`config.mk`:
```
export PLATFORM = sky130hd
export DESIGN_NAME = rptr_fwft
export DESIGN_NICKNAME = d
export VERILOG_FILES = /design/src/rtl/rptr_fwft.sv
export SDC_FILE = /design/constraint.sdc
export NUM_CORES = 1
export LEC_CHECK = 0
export ABC_AREA = 1
export CAP_MARGIN = 20
export CORE_MARGIN = 2
export CORE_UTILIZATION = 45
export DETAILED_ROUTE_END_ITERATION = 8
export GPL_TIMING_DRIVEN = 0
export MAX_ROUTING_LAYER = met4
export PLACE_DENSITY = 0.85
export SYNTH_ARGS = -nofsm -noshare
export SYNTH_HDL_FRONTEND = slang
export SYNTH_SLANG_ARGS = --single-unit
```
`constraint.sdc`:
```
create_clock -name rclk -period 8.72 [get_ports rclk]
set_clock_uncertainty 0.05 [all_clocks]
set_input_delay 2.616 -clock rclk [delete_from_list [all_inputs] [get_ports rclk]]
set_output_delay 2.616 -clock rclk [all_outputs]
set_load 0.005 [all_outputs]
```
`src/rtl/rptr_fwft.sv`:
```
// Read-side controller of the async FIFO, entirely in the rclk domain.
// Keeps the binary and Gray read pointers, derives registered empty,
// almost-empty and fill level from the synchronised write pointer, issues
// reads to the 1-cycle-latency memory port and presents words
// first-word-fall-through through a 2-entry output buffer.
module rptr_fwft #(
  parameter int ADDRSIZE      = 4,
  parameter int DATASIZE      = 8,
  parameter int AEMPTY_THRESH = 2
) (
  input  logic                rclk,
  input  logic                rrst,
  input  logic [ADDRSIZE:0]   wptr_sync,
  input  logic [DATASIZE-1:0] rdata_mem,
  output logic                ren,
  output logic [ADDRSIZE-1:0] raddr,
  output logic [ADDRSIZE:0]   rptr,
  output logic                empty,
  output logic                aempty,
  output logic [ADDRSIZE:0]   rlevel,
  output logic [DATASIZE-1:0] dout,
  output logic                dout_valid,
  input  logic                dout_ready
);

  localparam logic [ADDRSIZE:0] THRESH = (ADDRSIZE+1)'(AEMPTY_THRESH);

  // Pointer and status flops
  logic [ADDRSIZE:0]   rbin_q, rbin_d;
  logic [ADDRSIZE:0]   rptr_q, rptr_d;
  logic                empty_q, empty_d;
  logic                aempty_q, aempty_d;
  logic [ADDRSIZE:0]   rlevel_q, rlevel_d;

  // Output buffer flops; inflight marks a memory read whose data lands next cycle
  logic                inflight_q, inflight_d;
  logic [1:0]          cnt_q, cnt_d;
  logic [DATASIZE-1:0] buf0_q, buf0_d;
  logic [DATASIZE-1:0] buf1_q, buf1_d;

  logic                pop;
  logic                ren_int;
  logic [1:0]          occ;
  logic [1:0]          occ_after_pop;
  logic [1:0]          base;
  logic [ADDRSIZE:0]   wbin_s;

  function automatic logic [ADDRSIZE:0] gray2bin(input logic [ADDRSIZE:0] g);
    logic [ADDRSIZE:0] b;
    b[ADDRSIZE] = g[ADDRSIZE];
    for (int i = ADDRSIZE - 1; i >= 0; i--) begin
      b[i] = b[i+1] ^ g[i];
    end
    return b;
  endfunction

  // Read issue decision and next pointer / status values
  always_comb begin
    pop           = (cnt_q != 2'd0) && dout_ready;
    // occ counts buffered words plus the read in flight; never exceeds 2
    occ           = cnt_q + {1'b0, inflight_q};
    occ_after_pop = occ - {1'b0, pop};
    ren_int       = !empty_q && (occ_after_pop < 2'd2);
    rbin_d        = rbin_q + {{ADDRSIZE{1'b0}}, ren_int};
    rptr_d        = rbin_d ^ (rbin_d >> 1);
    wbin_s        = gray2bin(wptr_sync);
    rlevel_d      = wbin_s - rbin_d;
    // empty is recomputed every cycle, so a one-cycle wptr_sync blip cannot
    // leave a stale non-empty flag behind
    empty_d       = (wptr_sync == rptr_d);
    aempty_d      = (rlevel_d <= THRESH);
    inflight_d    = ren_int;
  end

  // Output buffer: shift on pop, land returning memory data behind the survivors
  always_comb begin
    buf0_d = buf0_q;
    buf1_d = buf1_q;
    base   = cnt_q - {1'b0, pop};
    if (pop) begin
      buf0_d = buf1_q;
    end
    if (inflight_q) begin
      if (base == 2'd0) begin
        buf0_d = rdata_mem;
      end else begin
        buf1_d = rdata_mem;
      end
    end
    cnt_d = base + {1'b0, inflight_q};
  end

  // State registers; reset also drops any read still in flight
  always_ff @(posedge rclk) begin
    if (rrst) begin
      rbin_q     <= '0;
      rptr_q     <= '0;
      empty_q    <= 1'b1;
      aempty_q   <= 1'b1;
      rlevel_q   <= '0;
      inflight_q <= 1'b0;
      cnt_q      <= 2'd0;
      buf0_q     <= '0;
      buf1_q     <= '0;
    end else begin
      rbin_q     <= rbin_d;
      rptr_q     <= rptr_d;
      empty_q    <= empty_d;
      aempty_q   <= aempty_d;
      rlevel_q   <= rlevel_d;
      inflight_q <= inflight_d;
      cnt_q      <= cnt_d;
      buf0_q     <= buf0_d;
      buf1_q     <= buf1_d;
    end
  end

  assign ren        = ren_int;
  assign raddr      = rbin_q[ADDRSIZE-1:0];
  assign rptr       = rptr_q;
  assign empty      = empty_q;
  assign aempty     = aempty_q;
  assign rlevel     = rlevel_q;
  assign dout       = buf0_q;
  assign dout_valid = (cnt_q != 2'd0);

endmodule
```
Word-level counts from Yosys, hierarchy flattened:

Index checks and enable logic that the tools add are counted.

* flip-flop bits (word level): 36
* word-level logic and storage cells: 33

* bitwise logic cells: 6
* $add $sub $neg: 6
* equality and inequality tests: 1
* magnitude comparators: 2
* reductions and logical operators: 6
* multiplexer cells: 3

Operators with widths (number)
* two-way mux 8 bit: 3
* adder 5 x 1 -> 5 bit: 1
* == test 5 bit: 1
* <= comparator 5 x 2 -> 1 bit, second input constant: 1
* subtractor 5 bit: 1
* XOR 5 x 4 -> 5 bit: 1
* adder 2 x 1 -> 2 bit: 2
* subtractor 2 x 1 -> 2 bit: 2
* XOR 1 bit: 4
* logical AND 1 bit: 2
* logical NOT 2 bit: 1
* less-than comparator 2 bit, second input constant: 1
* AND reduction 2 bit: 1
* nonzero test 2 bit: 1
* logical NOT 1 bit: 1
* inverter 1 bit: 1

Depth between registers and ports, before layout:

* depth in word-level cells: 8
* mapped depth: 21
* mapped depth without buffers: 21

Least setup slack after synthesis:

No wires, ideal clock.

* path type: input to output
* start: input port dout_ready
* end: output port ren
* data arrival time: 3.325 ns
* setup slack: 2.729 ns
* stages on the path: 6
* data required time: 6.054 ns
* cells stage by stage: inv_1 -> a21oi_4 -> nand2_1 -> nand2_1 -> a21boi_1 -> nor3_1

* cells in the longest elaborated chain, start to end: 4

RTL lines
* start: declaration: line 23 `input logic dout_ready`
* logical AND 1 bit: line 59 `pop = (cnt_q != 2'd0) && dout_ready;`
* subtractor 2 x 1 -> 2 bit: line 62 `occ_after_pop = occ - {1'b0, pop};`
* less-than comparator 2 bit: line 63 `ren_int = !empty_q && (occ_after_pop < 2'd2);`
* logical AND 1 bit: line 63
* end: declaration: line 15 `output logic ren,`

Every way passes these cells.

Final worst setup path:

Ends and elaborated chain as after synthesis.

==> flow_summary.ini <==
[outcome]
status = finished, final reports clean

[global_route]
antenna_found_initial = 0
overflow = 0
grt_pass1_vias = 1382
grt_max_degree = 11
track_usage = 0.1941
grt_first_pass_wirelength_mm = 6.072

[worst_setup_path]
crit_chain = clkdlybuf4s50_1 > inv_1 > a21oi_4 > nand2_1 > nand2_1 > a21boi_1 > nor3_1 > clkdlybuf4s50_1
crit_path_top_delay_cell = clkdlybuf4s50_1
cpPeakStageDelay_ps = 550
crit_path_start_kind = primary input
worstPathMaxFanout = 10
cp_num_buf_inv = 3
critPathKind = primary input to output pin
critical_path_arrival_ps = 4500
critical_path_required_ps = 6050
worstSetupEndpointType = output pin
crit_family = buffers and inverters

[detailed_routing]
drt-initial-drc-count = 145
top_layer = met4
wl_mm = 3.475
drt-wirelength-per-cell_um = 11.03
wl_met1_mm = 1.449
drtAntennaViolNets = 0
dr.pass1.iters = 4
vias = 1521
wl_met2_mm = 1.725
drc = 0
vias_per_cell = 4.829
wl_met3_um = 237

[synth]
syn_area_mm2 = 0.001653
synth_most_common_cell = nand2_1
synth_edf_count = 0
yosysSeqAreaShare = 0.4239
yosysTopAreaCellShare = 0.4239
synth.avg_cell_area_um2 = 7.513
synth-seq-cells = 35
async_reset_ff_frac = 0
yosysTopAreaCell = dfxtp_1
yosysWarnings = 0
synth.distinct_cells = 26
synthFlopType = dfxtp_1
synth.net_count = 244
synth_commonest_cells = nand2_1 (49), dfxtp_1 (35), nor2_1 (35)
synthTopCellsByArea = dfxtp_1 (42%), nand2_1 (11%), nor2_1 (7.9%), inv_1 (5.5%), ha_1 (5.3%)
netlist_instances = 220

[floorplan]
io_pins = 42
die_x_um = 64.61
die-area_mm2 = 0.004174
core_mm2 = 0.003606
start_util = 0.4584
rows = 22
die_h_um = 64.61

[layout]
final_util = 0.6090
finalNetCount = 292
finalInstanceArea_mm2 = 0.002196
antenna_cells = 0
drive_gt1_frac = 0.05993
area_delta_synth_final_pct = 32.85
fill_cells = 328

[timing]
fin_crit_sh = 0.8221
finalSetupViolations = 0
max_freq_mhz = 139.5
fin_crit_ps = 7169
timing.setup.tns_ps = 0
rsz0062_at_grt = false
relSlewSlack = 0.7018
hold-worst-slack_ps = 409.4
finalHoldViolations = 0
slew_violations = 0
worst_pin_slew_ps = 447.2

[power]
p_per_area_mw_per_mm2 = 180.4
peakVddDrop_mv = 0.09992
p_total_uw = 396.1
leakagePower_nw = 0.9624

[clocking]
cts_root_buf = clkbuf_8
cts_buffer_depth = 2
clkSlewWorstSetupHoldPaths_ps = 70
cts_tree = built
cts.sinks = 35
cts_buffers = 5
worstSkewPairLatency_ps = 290
cts_resized = 0
ctsHoldBuffers = 0
h-tree-depth = 2
cts_setup_buffers = 0

[worst_hold_path]
hold_path.class = flop to flop

[placement]
placed_cell_area_mm2 = 0.002123
dp_hpwl_mm = 2.724
place_congestion = 0.8842
io_buffers = 41

[run]
max_cap_viol_count = 0
worst register-to-register path: stages, from the launching register on:
cell	delay [ps]
dfxtp_1	330
inv_1	90
a21oi_4	290
nand2_1	80
nand2_1	110
a21boi_1	100
nor3_1	220
ha_1	240
nand3_2	100
xor2_2	360
ha_1	350
a21oi_1	220
a21oi_1	100
nor2_2	120
nor2_1	50
sequential cells by signal, summed over array words and instances, names as in the netlist:
register    count
rbin_q          5
cnt_q           2
rlevel          5
aempty          1
dout            8
empty           1
rptr            4
inflight_q      1
buf1_q          8
worst paths after layout:
check	from	to	slack [ps]	cells past startpoint
worst max-delay path	dout_ready	ren	1550	8
worst min-delay path	empty$_SDFF_PP1_	inflight_q$_SDFF_PP0_	410	1
worst max register to register	cnt_q[0]$_SDFF_PP0_	aempty$_SDFF_PP1_	5820	14
worst min register to register	empty$_SDFF_PP1_	inflight_q$_SDFF_PP0_	410	1
cell usage in the layout, fill, tap and decap left out, types with 2 or more instances in the layout:
cell	n
xor2_1	5
xnor2_1	2
clkdlybuf4s50_1	41
nand3_1	13
a21oi_1	5
nor2_1	35
dfxtp_1	35
a31oi_1	8
nand2_2	3
clkbuf_1	3
clkbuf_8	5
o21ai_0	17
nand2_1	49
ha_1	7
xor2_2	3
inv_1	24
per-stage QoR:
| stage | instances | setup slack [ps] |
|---|---|---|
| detailed placement | 309 | 1542 |
| global route | 315 | 1435 |
| CTS | 315 | 1543 |
| floorplan | 220 | 2729 |
| global placement | 309 | 1604 |
| finish | 315 | 1551 |
layout make-up:
| cell class | count | area, um^2 | area share |
|---|---|---|---|
| inverter | 25 | 93.84 | 0.04273 |
| buffer | 4 | 16.27 | 0.007407 |
| timing repair buffer | 41 | 410.4 | 0.1869 |
| tap | 48 | 60.06 | 0.02735 |
| clock buffer | 6 | 72.57 | 0.03305 |
| sequential | 35 | 700.7 | 0.3191 |
| multi-input combinational | 156 | 842.1 | 0.3835 |
where the power goes:
group          leakage (nW)  internal, mW  switching, mW
Sequential            0.287         0.176        0.00604
Combinational         0.638        0.0557         0.0519
Clock                0.0371        0.0531         0.0534
cell families after synthesis:
kind of cell / share of synthesized area
simple gates: 0.2619
flops: 0.4239
compound gates: 0.1158
buf+inv: 0.06661
xor+xnor: 0.06662
fa+ha+maj: 0.06510
routing by layer:
layer / track usage / vias up
li1: - / 793
met1: 0.2179 / 683
met2: 0.3190 / 38
met3: 0.06944 / 7
met4: 0.07181 / 0
met5: - / -
Power figures use the tool's default switching activity.
==> RTL change 1, RTL diff (same settings) <==
The parameter `ADDRSIZE` goes from 4 to 8.
--- a/src/rtl/rptr_fwft.sv
+++ b/src/rtl/rptr_fwft.sv
@@ -4,7 +4,7 @@
 // reads to the 1-cycle-latency memory port and presents words
 // first-word-fall-through through a 2-entry output buffer.
 module rptr_fwft #(
-  parameter int ADDRSIZE      = 4,
+  parameter int ADDRSIZE      = 8,
   parameter int DATASIZE      = 8,
   parameter int AEMPTY_THRESH = 2
 ) (
Ports: changed (resized raddr, rlevel, rptr and wptr_sync); port bits go from 42 to 58. The function was not compared with the original's and may differ.
==> RTL change 1 against the unedited design <==
  * Final area grew 47%
  * Sequential cell count grew 12
  * Wire length grew 54%
  * Setup slack gained 0.047 ns
  * Highest routed layer unchanged
  * Largest cell class unchanged
  * Power grew 56%
  * Register-to-register slack lost 0.91 ns
  * First-iteration DRC count shrank 29%
  * Synthesized area grew 49%
==> RTL change 1: results (changes against the unedited design) <==
number of vias per cell 4.82 (-0.24%); FF-to-FF setup slack 4.91 ns (-0.91 ns); distinct cell type count of the synthesized netlist 31 (+19%); first-pass GRT wire length 9.27 mm (+53%); sequential cell area 941 sq um (+34%); fin area 0.00323 sq mm (+47%); relative max-transition margin 65.1% (-5.1 points); Wirelength per Cell 11.5 um (+4.2%); cell count after placement 457 (+48%); instance area after placement 0.00311 sq mm (+46%); number of flip-flops and latches 47 (+34%); data arrival at the endpoint of the critical path 4.46 ns (-0.04 ns); count of multi-input combinational gates 240 (+54%); vias in the first global route 2206 (+60%); share of final-layout standard cells stronger than drive strength 1 9.62% (+3.6 points); share of the synthesized area in compound gates (AO/OA/AOI/OAI) 8.54% (-3.0 points); result of the run finished, final reports clean; inverter count of the layout excluding clock inverters 37 (+48%); Reg2Reg Depth 24 (+10); leakage 1.42 nW (+47%); layout filler cell count 471 (+44%); Total Nets Final 424 (+45%); origin of the worst min-delay path buf1_q[7]$_SDFFE_PP0P_; Synth Area in Adders 5.39% (-1.1 points); PortBufs 56 (+37%); most common library cells after synthesis nand2_1, nor2_1, dfxtp_1; drt initial violations 103 (-29%); final weighted congestion of routability-driven global placement 0.871 (-1.5%); global-route usage over all layers 19.3% (-0.10 points); endpoint with the worst hold slack dout[7]$_SDFF_PP0_; xor-xnor portion of the synthesized cell area 8.49% (+1.8 points); maximum number of pins on one net before global-route repair 15 (+4); non-clock buffer count in the final layout 63 (+40%); cells taking the most area after synthesis dfxtp_1, nand2_1, nor2_1
-- RTL change 1: cell types whose count changed after synthesis, sizes merged, moves of 9 or more --
cell   before  now
dfxtp      35   47
inv        25   37
nand2      52   79
nand3      14   25
nor2       36   51
xor2        8   17
-- RTL change 1: power breakdown --
part           leakage, nW  switching (mW)  internal (mW)
clock network       0.0612          0.0711         0.0928
logic                0.971           0.105         0.0978
registers            0.385          0.0120          0.241
-- RTL change 1: kinds of logic (layout without fill, tap and decap cells) --
logic type,count (synthesis),count (layout)
simple gates,168,168
flops,47,47
buf+inv,44,108
compound gates,39,39
xor+xnor,23,23
fa+ha+maj,10,10
-- RTL change 1: layer usage --
layer	part of all wire [%]	global-route usage, %	vias up	wire length [um]
li1	-	-	1175	-
met2	50	35.5	46	2690
met1	44	21.5	1014	2370
met5	0	-	-	0
met4	0.97	4.39	0	52
met3	4.4	3.72	5	236
==> RTL change 2, RTL diff (config.mk and constraints unchanged) <==
Made on the original files. Reset style: asynchronous (`rrst`), changed in one clocked block.
--- a/src/rtl/rptr_fwft.sv
+++ b/src/rtl/rptr_fwft.sv
@@ -91,7 +91,7 @@
   end
 
   // State registers; reset also drops any read still in flight
-  always_ff @(posedge rclk) begin
+  always_ff @(posedge rclk or posedge rrst) begin
     if (rrst) begin
       rbin_q     <= '0;
       rptr_q     <= '0;
Formal check against the unedited RTL: differs if rrst is asserted again (counterexample within 4 cycles, from zero or initial values and one cycle with rrst high); with rrst held inactive, the same outputs for 10 cycles.
==> RTL change 2 against the unedited design <==
  * Final area is 9.7% higher
  * Critical path depth did not move
  * Register-to-register slack got worse by 0.24 ns
  * Setup slack got worse by 0.20 ns
  * Sequential cell count did not move
  * Synthesized cell count decreased by 15%
  * Wire length down 7.9%
  * Synthesized area increased by 7.3%
Power is not compared: it rests on default switching activity, and its combinational part moved more than twofold at a synthesized area within 25%.
==> RTL change 2: results (changes against the unedited design) <==
cell count after placement 276 (-11%); Total Nets Final 259 (-11%); Detail Placement HPWL 2.57 mm (-5.5%); Wirelength per Cell 11.3 um (+2.1%); Reg2Reg Depth 15 (+1); result of the run finished, final reports clean; main flop type after synthesis dfrtp_1; net count of the mapped netlist 210 (-14%); Synth Area in Adders 6.06% (-0.45 points); global-route usage over all layers 16.5% (-2.9 points); sequential element share of the synthesized area 49.5% (+7.1 points); share of the synthesized area in compound gates (AO/OA/AOI/OAI) 4.65% (-6.9 points); routed wire length on met2 1.67 mm (-3.1%); PortBufs 41 (unchanged); first-pass GRT wire length 5.30 mm (-13%); vias in the first global route 1231 (-11%); Placement Setup Slack 1.33 ns (-0.214 ns); most common library cells after synthesis nand2_1, dfrtp_1, inv_1; GR Layer Usage met3 5.74% (-1.2 points); final weighted congestion of routability-driven global placement 0.820 (-7.3%); layout filler cell count 302 (-7.9%); data arrival at the endpoint of the critical path 4.70 ns (+0.20 ns); worst hold path cell count 2 (+1); met1 usage in global routing 17.3% (-4.4 points); instance area after placement 0.00227 sq mm (+7.0%); drt initial violations 45 (-69%); met2 track demand over resource 29.3% (-2.7 points); sum of routed wire segments on met1 1.33 mm (-8.6%); transition time at the pin with the least slew margin 0.723 ns (+0.276 ns); cells taking the most area after synthesis dfrtp_1, nand2_1, ha_1; xor-xnor portion of the synthesized cell area 7.26% (+0.60 points); maximum number of pins on one net before global-route repair 20 (+9); Final Routed Wirelength 3.20 mm (-7.9%); Critical Path Max Stage Delay 0.57 ns (+0.02 ns); distinct cell type count of the synthesized netlist 28 (+7.7%); detailed route wirelength on metal3 183 um (-23%); portion of netlist area occupied by mux cells 3.17% (+3.2 points); share of final-layout standard cells stronger than drive strength 1 15.7% (+9.7 points)
==> RTL change 2: area by class of cell <==
cell class	count	area [sq um]	share of cell area [%]
sequential	35	878	36.5
multi-input combinational	129	808	33.6
timing repair buffer	42	438	18.2
inverter	20	80.1	3.32
clock buffer	5	68.8	2.86
clock inverter	3	67.6	2.81
tap	48	60.1	2.49
buffer	2	7.51	0.312
==> RTL change 2: final timing paths <==
| check | from | slack [ns] | endpoint |
|---|---|---|---|
| setup / recovery | dout_ready | 1.35 | ren |
| hold / removal | buf1_q[5]$_DFFE_PP0P_ | 0.43 | buf1_q[5]$_DFFE_PP0P_ |
| setup reg to reg | cnt_q[1]$_DFF_PP0_ | 5.58 | aempty$_DFF_PP1_ |
| hold reg to reg | buf1_q[5]$_DFFE_PP0P_ | 0.43 | buf1_q[5]$_DFFE_PP0P_ |
| max in group asynchronous | rrst | 5.31 | empty$_DFF_PP1_ |
| min in group asynchronous | rrst | 2.69 | rlevel[1]$_DFF_PP0_ |
